[src/rtl/rr_arbiter4.sv]
// Four-requester round-robin arbiter: Moore FSM IDLE -> GRANT -> RELEASE -> IDLE.
// Define RR_ARB_TIMEOUT_EN to add a grant hold limit of MAX_HOLD cycles with a timeout pulse.
module rr_arbiter4 #(
    parameter int unsigned MAX_HOLD = 8
) (
    input  logic       clk,
    input  logic       areset,
    input  logic [3:0] req,
    input  logic       done,
    output logic [3:0] gnt,
    output logic [1:0] gnt_id,
    output logic       busy,
    output logic       timeout
);

    typedef enum logic [1:0] {
        IDLE    = 2'd0,
        GRANT   = 2'd1,
        RELEASE = 2'd2
    } state_t;

    if (MAX_HOLD < 1 || MAX_HOLD > 255) begin : g_max_hold_range
        $error("rr_arbiter4: MAX_HOLD must be in 1..255");
    end

    state_t     state_q;
    logic [1:0] ptr_q;
    logic [1:0] gnt_id_q;

    logic       sel_valid_d;
    logic [1:0] sel_id_d;
    logic [1:0] cand_d;
    logic       release_d;
    logic       expire_d;

`ifdef RR_ARB_TIMEOUT_EN
    logic [7:0] hold_q;
    logic       timeout_q;

    assign expire_d = (hold_q == 8'(MAX_HOLD - 1));
    assign timeout  = timeout_q;
`else
    assign expire_d = 1'b0;
    assign timeout  = 1'b0;
`endif

    // Rotating priority search starting at ptr_q; the first requester found wins.
    always_comb begin
        // NOTE: every signal gets a default before the loop so no path infers a latch.
        sel_valid_d = 1'b0;
        sel_id_d    = ptr_q;
        cand_d      = ptr_q;
        for (int k = 0; k < 4; k++) begin
            cand_d = ptr_q + 2'(k);
            if (!sel_valid_d && req[cand_d]) begin
                sel_valid_d = 1'b1;
                sel_id_d    = cand_d;
            end
        end
    end

    assign release_d = done || !req[gnt_id_q];

    // NOTE: all state uses non-blocking assignments so every register sees pre-edge values.
    always_ff @(posedge clk or posedge areset) begin
        if (areset) begin
            state_q   <= IDLE;
            ptr_q     <= 2'd0;
            gnt_id_q  <= 2'd0;
`ifdef RR_ARB_TIMEOUT_EN
            hold_q    <= 8'd0;
            timeout_q <= 1'b0;
`endif
        end else begin
`ifdef RR_ARB_TIMEOUT_EN
            timeout_q <= 1'b0;
`endif
            case (state_q)
                IDLE: begin
                    if (sel_valid_d) begin
                        state_q  <= GRANT;
                        gnt_id_q <= sel_id_d;
`ifdef RR_ARB_TIMEOUT_EN
                        hold_q   <= 8'd0;
`endif
                    end
                end
                GRANT: begin
`ifdef RR_ARB_TIMEOUT_EN
                    hold_q <= hold_q + 8'd1;
`endif
                    // A normal release takes precedence over an expiring hold counter.
                    if (release_d) begin
                        state_q <= RELEASE;
                        ptr_q   <= gnt_id_q + 2'd1;
                    end else if (expire_d) begin
                        state_q <= RELEASE;
                        ptr_q   <= gnt_id_q + 2'd1;
`ifdef RR_ARB_TIMEOUT_EN
                        timeout_q <= 1'b1;
`endif
                    end
                end
                RELEASE: state_q <= IDLE;
                default: state_q <= IDLE;
            endcase
        end
    end

    assign busy   = (state_q == GRANT);
    assign gnt    = busy ? (4'b0001 << gnt_id_q) : 4'b0000;
    assign gnt_id = gnt_id_q;

endmodule

[config.mk]
export PLATFORM = sky130hd
export DESIGN_NAME = rr_arbiter4
export DESIGN_NICKNAME = d
export VERILOG_FILES = /design/src/rtl/rr_arbiter4.sv
export SDC_FILE = /design/constraint.sdc
export NUM_CORES = 1
export LEC_CHECK = 0
export CAP_MARGIN = 0
export CORE_AREA = 2 2 39 41
export DETAILED_ROUTE_END_ITERATION = 12
export DIE_AREA = 0 0 41 43
export GPL_TIMING_DRIVEN = 0
export PLACE_DENSITY = 0.66
export SETUP_SLACK_MARGIN = 0.15
export SYNTH_ARGS = -nofsm -noshare
export SYNTH_HDL_FRONTEND = slang
export SYNTH_SLANG_ARGS = --single-unit
export TNS_END_PERCENT = 5
[constraint.sdc]
create_clock -name clk -period 1.9 [get_ports clk]
set_input_delay 0.19 -clock clk [delete_from_list [all_inputs] [get_ports clk]]
set_output_delay 0.19 -clock clk [all_outputs]
set_load 0.01 [all_outputs]
Yosys cells after proc, flatten, opt, wreduce, memory -nomap -nowiden
Index checks and enable logic that the tools add are counted.
{ "totals": {"register_bits": 6, "inputBits": 7, "elab_cells": 49} }
{ "op_classes": {"mux": 21, "eq_ne": 3, "order_cmp": 5, "n_shift": 1, "n_reduce_logical": 12, "addsub": 4} }
{ "ops": {"columns": ["op", "n"], "rows": [
  ["$lt 2x3->1 const B", 5],
  ["$bmux 1 s2", 5],
  ["$mux 2", 5],
  ["$mux 1", 9],
  ["$reduce_and 2->1", 3],
  ["$add 2x1->2 const B", 2],
  ["$add 2x2->2 const B", 2],
  ["$logic_not 1->1", 4],
  ["$mux 4", 1],
  ["$pmux 2 s2", 1],
  ["$shl 1x2->4 const A", 1],
  ["$logic_and 1x1->1", 3],
  ["$eq 2x1->1 const B", 1],
  ["$logic_not 2->1", 1],
  ["$ne 2x1->1 const B", 1],
  ["$ne 2x2->1 const B", 1],
  ["$logic_or 1x1->1", 1]
]} }

Depth between registers and ports, before layout
Gate-level depths: netlist (run 1).
{ "logic_depth": {"ltp_word": 14, "depth_mapped": 5, "mapped_depth_nobuf": 4} }

Least setup slack after synthesis (run 1)
Ideal clock, no wire load.
{ "synth_path": {"path_kind": "reg2reg", "from": "register gnt_id_q[1] (netlist: gnt_id[1])", "to": "register ptr_q[1]", "t_required_ns": 1.775, "t_arrival_ns": 1.331, "path_buffers": 0, "setup_slack_ns": 0.444, "setup_time_ns": 0.125, "period_less_slack_ns": 1.456, "stages_incl_launch_ff": 5, "cell_sequence": "dfrtp_1 mux2i_1 mux2i_1 a21oi_2 mux2_4"} }
{ "synth_via": {"elab_chain_len": 5, "word_cells_on_any_way": 6, "cone_classes": "1 x add/sub; 2 x mux; 3 x reduce/logical"} }
{ "synth_lines": {"columns": ["element", "line", "text"], "rows": [
  ["start: declaration", "28", "logic [1:0] gnt_id_q;"],
  ["start signal: assignment", "82", "gnt_id_q <= sel_id_d;"],
  ["$bmux 1 s2", "62", "assign release_d = done || !req[gnt_id_q];"],
  ["$mux 1 (not written as such)", "62", null],
  ["$logic_not 1->1", "62", null],
  ["$logic_or 1x1->1", "62", null],
  ["$reduce_and 2->1 (no line)", null, null],
  ["end signal: assignment", "95", "ptr_q <= gnt_id_q + 2'd1;"],
  ["end signal: assignment", "98", "ptr_q <= gnt_id_q + 2'd1;"],
  ["end: declaration", "27", "logic [1:0] ptr_q;"]
]} }
Several ways; a longest one is shown, not always the timed one. The select of a mux whose other input is x is not followed.
A chain may end at the register's enable or synchronous reset.

Final worst setup path (run 1)
{ "layout_path": {"from": "register state_q[1]", "to": "output port gnt[3]"} }
{ "layout_via": {"elab_chain_len": 2} }
{ "layout_lines": {"columns": ["element", "line", "text"], "rows": [
  ["start: declaration", "26", "state_t state_q;"],
  ["start signal: assignment", "67", "state_q <= IDLE;"],
  ["start signal: assignment", "81", "state_q <= GRANT;"],
  ["start signal: assignment", "94", "state_q <= RELEASE;"],
  ["$eq 2x1->1", "110", "assign busy = (state_q == GRANT);"],
  ["$mux 4", "111", "assign gnt = busy ? (4'b0001 << gnt_id_q) : 4'b0000;"],
  ["end: declaration", "10", "output logic [3:0] gnt,"]
]} }
Every way passes these cells.

==> results of run 1 <==
==> cell usage after synthesis <==
| cell type | instances |
|---|---|
| o32a_1 | 1 |
| nand2b_1 | 1 |
| a21oi_2 | 1 |
| nor2b_1 | 3 |
| nor3b_1 | 1 |
| and2_1 | 4 |
| o221ai_1 | 1 |
| nand3_1 | 1 |
| mux2_4 | 1 |
| ha_1 | 4 |
| inv_1 | 7 |
| a21oi_1 | 5 |
| dfrtp_1 | 6 |
| clkbuf_2 | 1 |
| conb_1 | 1 |
| buf_4 | 1 |
| o41ai_2 | 1 |
| nor2_1 | 3 |
| mux2i_1 | 3 |
| buf_2 | 1 |
| o21ai_0 | 2 |
| nor4bb_1 | 1 |
| mux2_2 | 1 |
| o31ai_1 | 1 |
| o22ai_1 | 1 |
| nand2_1 | 4 |
| o32ai_1 | 1 |
==> what timing repair did <==
item	in CTS	in global routing
setup buffers	1	0
resized for setup	4	2
pin swaps	0	0
setup endpoints to repair	4	3
==> routing by layer <==
| metal | up-vias | global-route usage |
|---|---|---|
| met3 | 2 | 0.0314 |
| met1 | 191 | 0.169 |
| li1 | 228 | - |
| met2 | 14 | 0.228 |
| met4 | 0 | 0.0600 |
| met5 | - | 0 |
==> metrics by stage <==
step / utilization / power (mW) / cells / instance area, sq um
2_1_floorplan: - / 0.596 / 58 / 504
3_3_place_gp: 0.458 / 0.784 / 85 / 634
3_5_place_dp: 0.458 / 0.804 / 85 / 634
4_1_cts: 0.480 / 0.936 / 89 / 664
5_1_grt: 0.483 / 1.02 / 89 / 668
6_report: 0.483 / 0.920 / 89 / 668
==> state kept, by name (all words and copies together) (netlist names) <==
register and flops:
gnt_id 2, ptr_q 2, state_q 2
==> worst max-delay path by stage <==
stage | slack [ns] | to | start
finish | 0.17 | gnt[3] | state_q[1]
global route | 0.07 | gnt[3] | state_q[1]
CTS | 0.14 | gnt[0] | gnt_id[0]
detailed placement | 0.11 | ptr_q[1] | req[3]
global placement | 0.13 | ptr_q[1] | req[3]
floorplan | 0.44 | ptr_q[1] | gnt_id[1]
==> power breakdown <==
part | switching, mW | internal [mW]
combinational | 0.245 | 0.287
sequential | 0.0841 | 0.196
clock | 0.0367 | 0.0708
total | 0.366 | 0.554
==> logic make-up after synthesis <==
family	count (synthesis)	synth area share
compound gates	14	0.201
fa+ha+maj	4	0.0993
other cells	1	0.00744
flops	6	0.298
mux	5	0.112
buf+inv	10	0.0868
simple gates	18	0.196
==> cell type report <==
cell class	count	area [sq um]
inverters	7	26.3
multi-input cells	42	310
repair buffers	12	119
flip-flops and latches	6	153
plain buffers	3	17.5
clock buffers	3	22.5
fillers	136	716
well taps	16	20.0
==> impl_metrics.toml, run 1 <==
[setup_path]
r2r_cells = 5
cp_top_family = "buffers and inverters"
cp-end-kind = "primary output"
slowest_delay_ns = 0.52
crit_path_start_kind = "flip-flop"
worstPathArrival_ns = 1.54
required_ns = 1.71
path_cells = "nand2b_1, inv_2, and2_1, clkdlybuf4s50_1"
cp_max_fo = 6
path_depth = 4
r2r_start = "gnt_id[1]"
r2r_slack_ns = 0.32
worstReg2RegEnd = "ptr_q[1]"
critPathBufInv = 2
slowest_stage = "clkdlybuf4s50_1"
path_class = "flip-flop to primary output"

[floorplan]
die_h_um = 43
die_area_sq_um = 1760
initial_utilization = 0.364
io_pins = 15
core.rowCount = 14
die_w_um = 41
core_sq_um = 1380

[placement]
dp_slack_ns = 0.108
dp_hpwl_um = 819
port_buffers = 11
place_congestion = 0.723

[sta]
hold_viol_final = 0
setup_viol = 0
timing.setup.tns_ns = 0
skew_ns = 0.000655
max_freq_ghz = 0.577
drv_slew = 0
setup_ws_ns = 0.168
timing.final.crit_period_ns = 1.73
fin_crit_sh = 0.911
rsz0062_at_grt = "yes"
hold_slack_ns = 0.165

[grt]
grt_start_max_net_pins = 10
track_usage = 0.141
grt_pass1_wl_um = 1700
grt_overflow = 0
antenna_found_initial = 0
grt_pass1_vias = 438

[synth]
syn_area_sq_um = 504
synth_cell_types = 27
synthesis.nets = 69
synth_top_area_cell = "dfrtp_1"
synth_area_per_cell_sq_um = 8.69
synth_seq_area_share = 0.298
yosysTopAreaCellShare = 0.298
yosysWarnings = 0
syn_inst = 58
synth.area.top_cells = "dfrtp_1 (30%), ha_1 (9.9%), mux2i_1 (6.0%)"
synth_seq_cells = 6

[route]
topRoutingLayerUsed = "met4"
routed_wl_um = 1010
met2_length_um = 506
first_pass_iters = 4
viasPerCell = 4.89
drt-met1-wl_um = 454
vias = 435
drt_iter0_drc = 5
route.detailed.drc = 0
route.met3.wl_um = 33
avgRoutedWirePerCell_um = 11.3
ant_nets = 0

[pwr]
power_density_nw_per_um2 = 1380
leakagePower_nw = 0.326
ir_worst_vdd_uv = 614

[clock_network]
cts_tree = "done"
cts-htree-levels = 1
clk_latency_ns = 0.23
cts_buffer_depth = 2
ctsHoldBuffers = 0
numCtsBuffers = 3
clkSinkCount = 6
cts-root-buf = "clkbuf_4"
cts.clk_slew.worst_paths_ns = 0.04

[finish]
insertedDiodeCount = 0
final_cell_mix = "clkdlybuf4s50_1 (9), inv_1 (5), a21oi_1 (5)"
fin_nets = 86
final_common_cell = "clkdlybuf4s50_1"
syn_to_final_growth_pct = 32.5
drive_gt1_frac = 0.205

[flow_run]
max_cap_viol_count = 0

[status]
status = "finished clean"

[hold_path]
hp-class = "input pin to async pin"
No activity file was read; power rests on OpenSTA's default activity.
==> inputs of run 2 (changes only) <==
- CTS_CLUSTER_DIAMETER: not set -> 40
==> results of run 2 <==
Same layout as run 1: the final DEF is identical, and so are final timing and power.
==> inputs of run 3 (changes only) <==
- CAP_MARGIN: 0 -> 20
- CORE_AREA: 2 2 39 41 -> 10 10 47 49
- DIE_AREA: 0 0 41 43 -> 0 0 57 59
==> run 3 against run 2 <==
Net effect:
- sequential cell count did not move
- largest cell class unchanged
- hold slack got worse by 0.0088 ns
- critical path depth did not move
- largest power group unchanged
- sequential power rose by 2%
==> impl_metrics.toml, run 3 (synthesis results as in run 1) <==
[placement]
place_congestion = 0.781
dp_hpwl_um = 844
dpl.cell_count = 85
dp_slack_ns = 0.130
placed_cell_area_sq_um = 634
port_buffers = 11

[status]
status = "finished clean"

[sta]
timing.final.crit_period_ns = 1.75
timing.setup.tns_ns = 0
hold_viol_final = 0
setup_viol = 0
max_freq_ghz = 0.570
fin_crit_sh = 0.923
skew_ns = 0.000285
drv_slew = 0
rsz0062_at_grt = "yes"
setup_ws_ns = 0.146

[grt]
antenna_found_initial = 0
grt_pass1_vias = 432
grt_start_max_net_pins = 10
track_usage = 0.0681
grt_pass1_wl_um = 1830
grt_overflow = 0

[clock_network]
cts-root-buf = "clkbuf_4"
clk_latency_ns = 0.24
cts_buffer_depth = 2
cts.clk_slew.worst_paths_ns = 0.04
ctsHoldBuffers = 0
cts-htree-levels = 1
numCtsBuffers = 3
cts_tree = "done"
clkSinkCount = 6

[setup_path]
cp_max_fo = 6
crit_path_start_kind = "flip-flop"
path_class = "flip-flop to primary output"
required_ns = 1.71
cp-end-kind = "primary output"
worstPathArrival_ns = 1.56

[route]
first_pass_iters = 4
avgRoutedWirePerCell_um = 12.2
ant_nets = 0
viasPerCell = 4.97
vias = 437
drt_iter0_drc = 4
routed_wl_um = 1070
route.detailed.drc = 0

[floorplan]
core.rowCount = 14
core_sq_um = 1400
initial_utilization = 0.360
die_area_sq_um = 3360
die_w_um = 57
io_pins = 15
die_h_um = 59

[finish]
syn_to_final_growth_pct = 31.0
post_layout_nonfiller_instances = 88
fin_area_sq_um = 661
insertedDiodeCount = 0
final_common_cell = "clkdlybuf4s50_1"
drive_gt1_frac = 0.194
fin_nets = 85
final_cell_mix = "clkdlybuf4s50_1 (9), inv_1 (5), a21oi_1 (5)"
n_fill_cell = 147

[pwr]
ir_worst_vdd_uv = 727
power_density_nw_per_um2 = 1370
finalPower_mw = 0.908
leakagePower_nw = 0.322

[hold_path]
hp-class = "input pin to async pin"

[flow_run]
max_cap_viol_count = 0
-- run 3: cell count changes in the layout (fill, tap and decap cells not counted) --
cell and change:
buf_4 -1
-- run 3: repair_timing --
item / CTS / global route
resized for setup: 5 / 1
endpoints found under the hold margin: 0 / 0
endpoints found under the setup margin: 4 / 3
buffers inserted: 0 / 0
-- run 3: power breakdown --
part | leakage (nW) | switching (mW) | internal [mW]
logic | 0.239 | 0.236 | 0.275
registers | 0.0696 | 0.0907 | 0.196
clock network | 0.0138 | 0.0394 | 0.0710
total | 0.322 | 0.366 | 0.542
-- run 3: worst max-delay path, cell delays in order, from the launching register on --
cell	delay, ns
dfrtp_1	0.36
nand2b_1	0.19
inv_2	0.12
and2_1	0.13
clkdlybuf4s50_1	0.53
-- run 3: final timing paths --
path | start | endpoint | slack (ns) | cells past startpoint
setup / recovery | state_q[1] | gnt[0] | 0.15 | 4
hold / removal | areset | ptr_q[1] | 0.16 | 2
setup reg to reg | gnt_id[1] | ptr_q[1] | 0.42 | 4
hold reg to reg | state_q[1] | state_q[0] | 0.55 | 3
max in group asynchronous | areset | gnt_id[0] | 1.55 | 2
min in group clk | req[0] | state_q[0] | 0.37 | 3
-- run 3: stage by stage --
stage	util	hold slack, ns
after floorplan	-	-0.0190
after global placement	0.453	0.412
after detailed placement	0.453	0.414
after CTS	0.470	0.153
after global routing	0.471	0.156
final	0.471	0.157
-- run 3: area by class of cell --
| cell class | instances | area [sq um] | area share |
|---|---|---|---|
| well taps | 16 | 20.0 | 0.0303 |
| inverters | 7 | 26.3 | 0.0398 |
| multi-input cells | 42 | 310 | 0.470 |
| flip-flops and latches | 6 | 153 | 0.231 |
| clock buffers | 3 | 22.5 | 0.0341 |
| repair buffers | 11 | 111 | 0.169 |
| plain buffers | 3 | 17.5 | 0.0265 |
-- run 3: routing by layer --
| layer | vias to the layer above | track usage | part of all wire |
|---|---|---|---|
| li1 | 226 | - | - |
| met1 | 194 | 0.0721 | 0.43 |
| met2 | 13 | 0.102 | 0.47 |
| met3 | 4 | 0.0322 | 0.077 |
| met4 | 0 | 0.0537 | 0.021 |
| met5 | - | 0 | 0 |
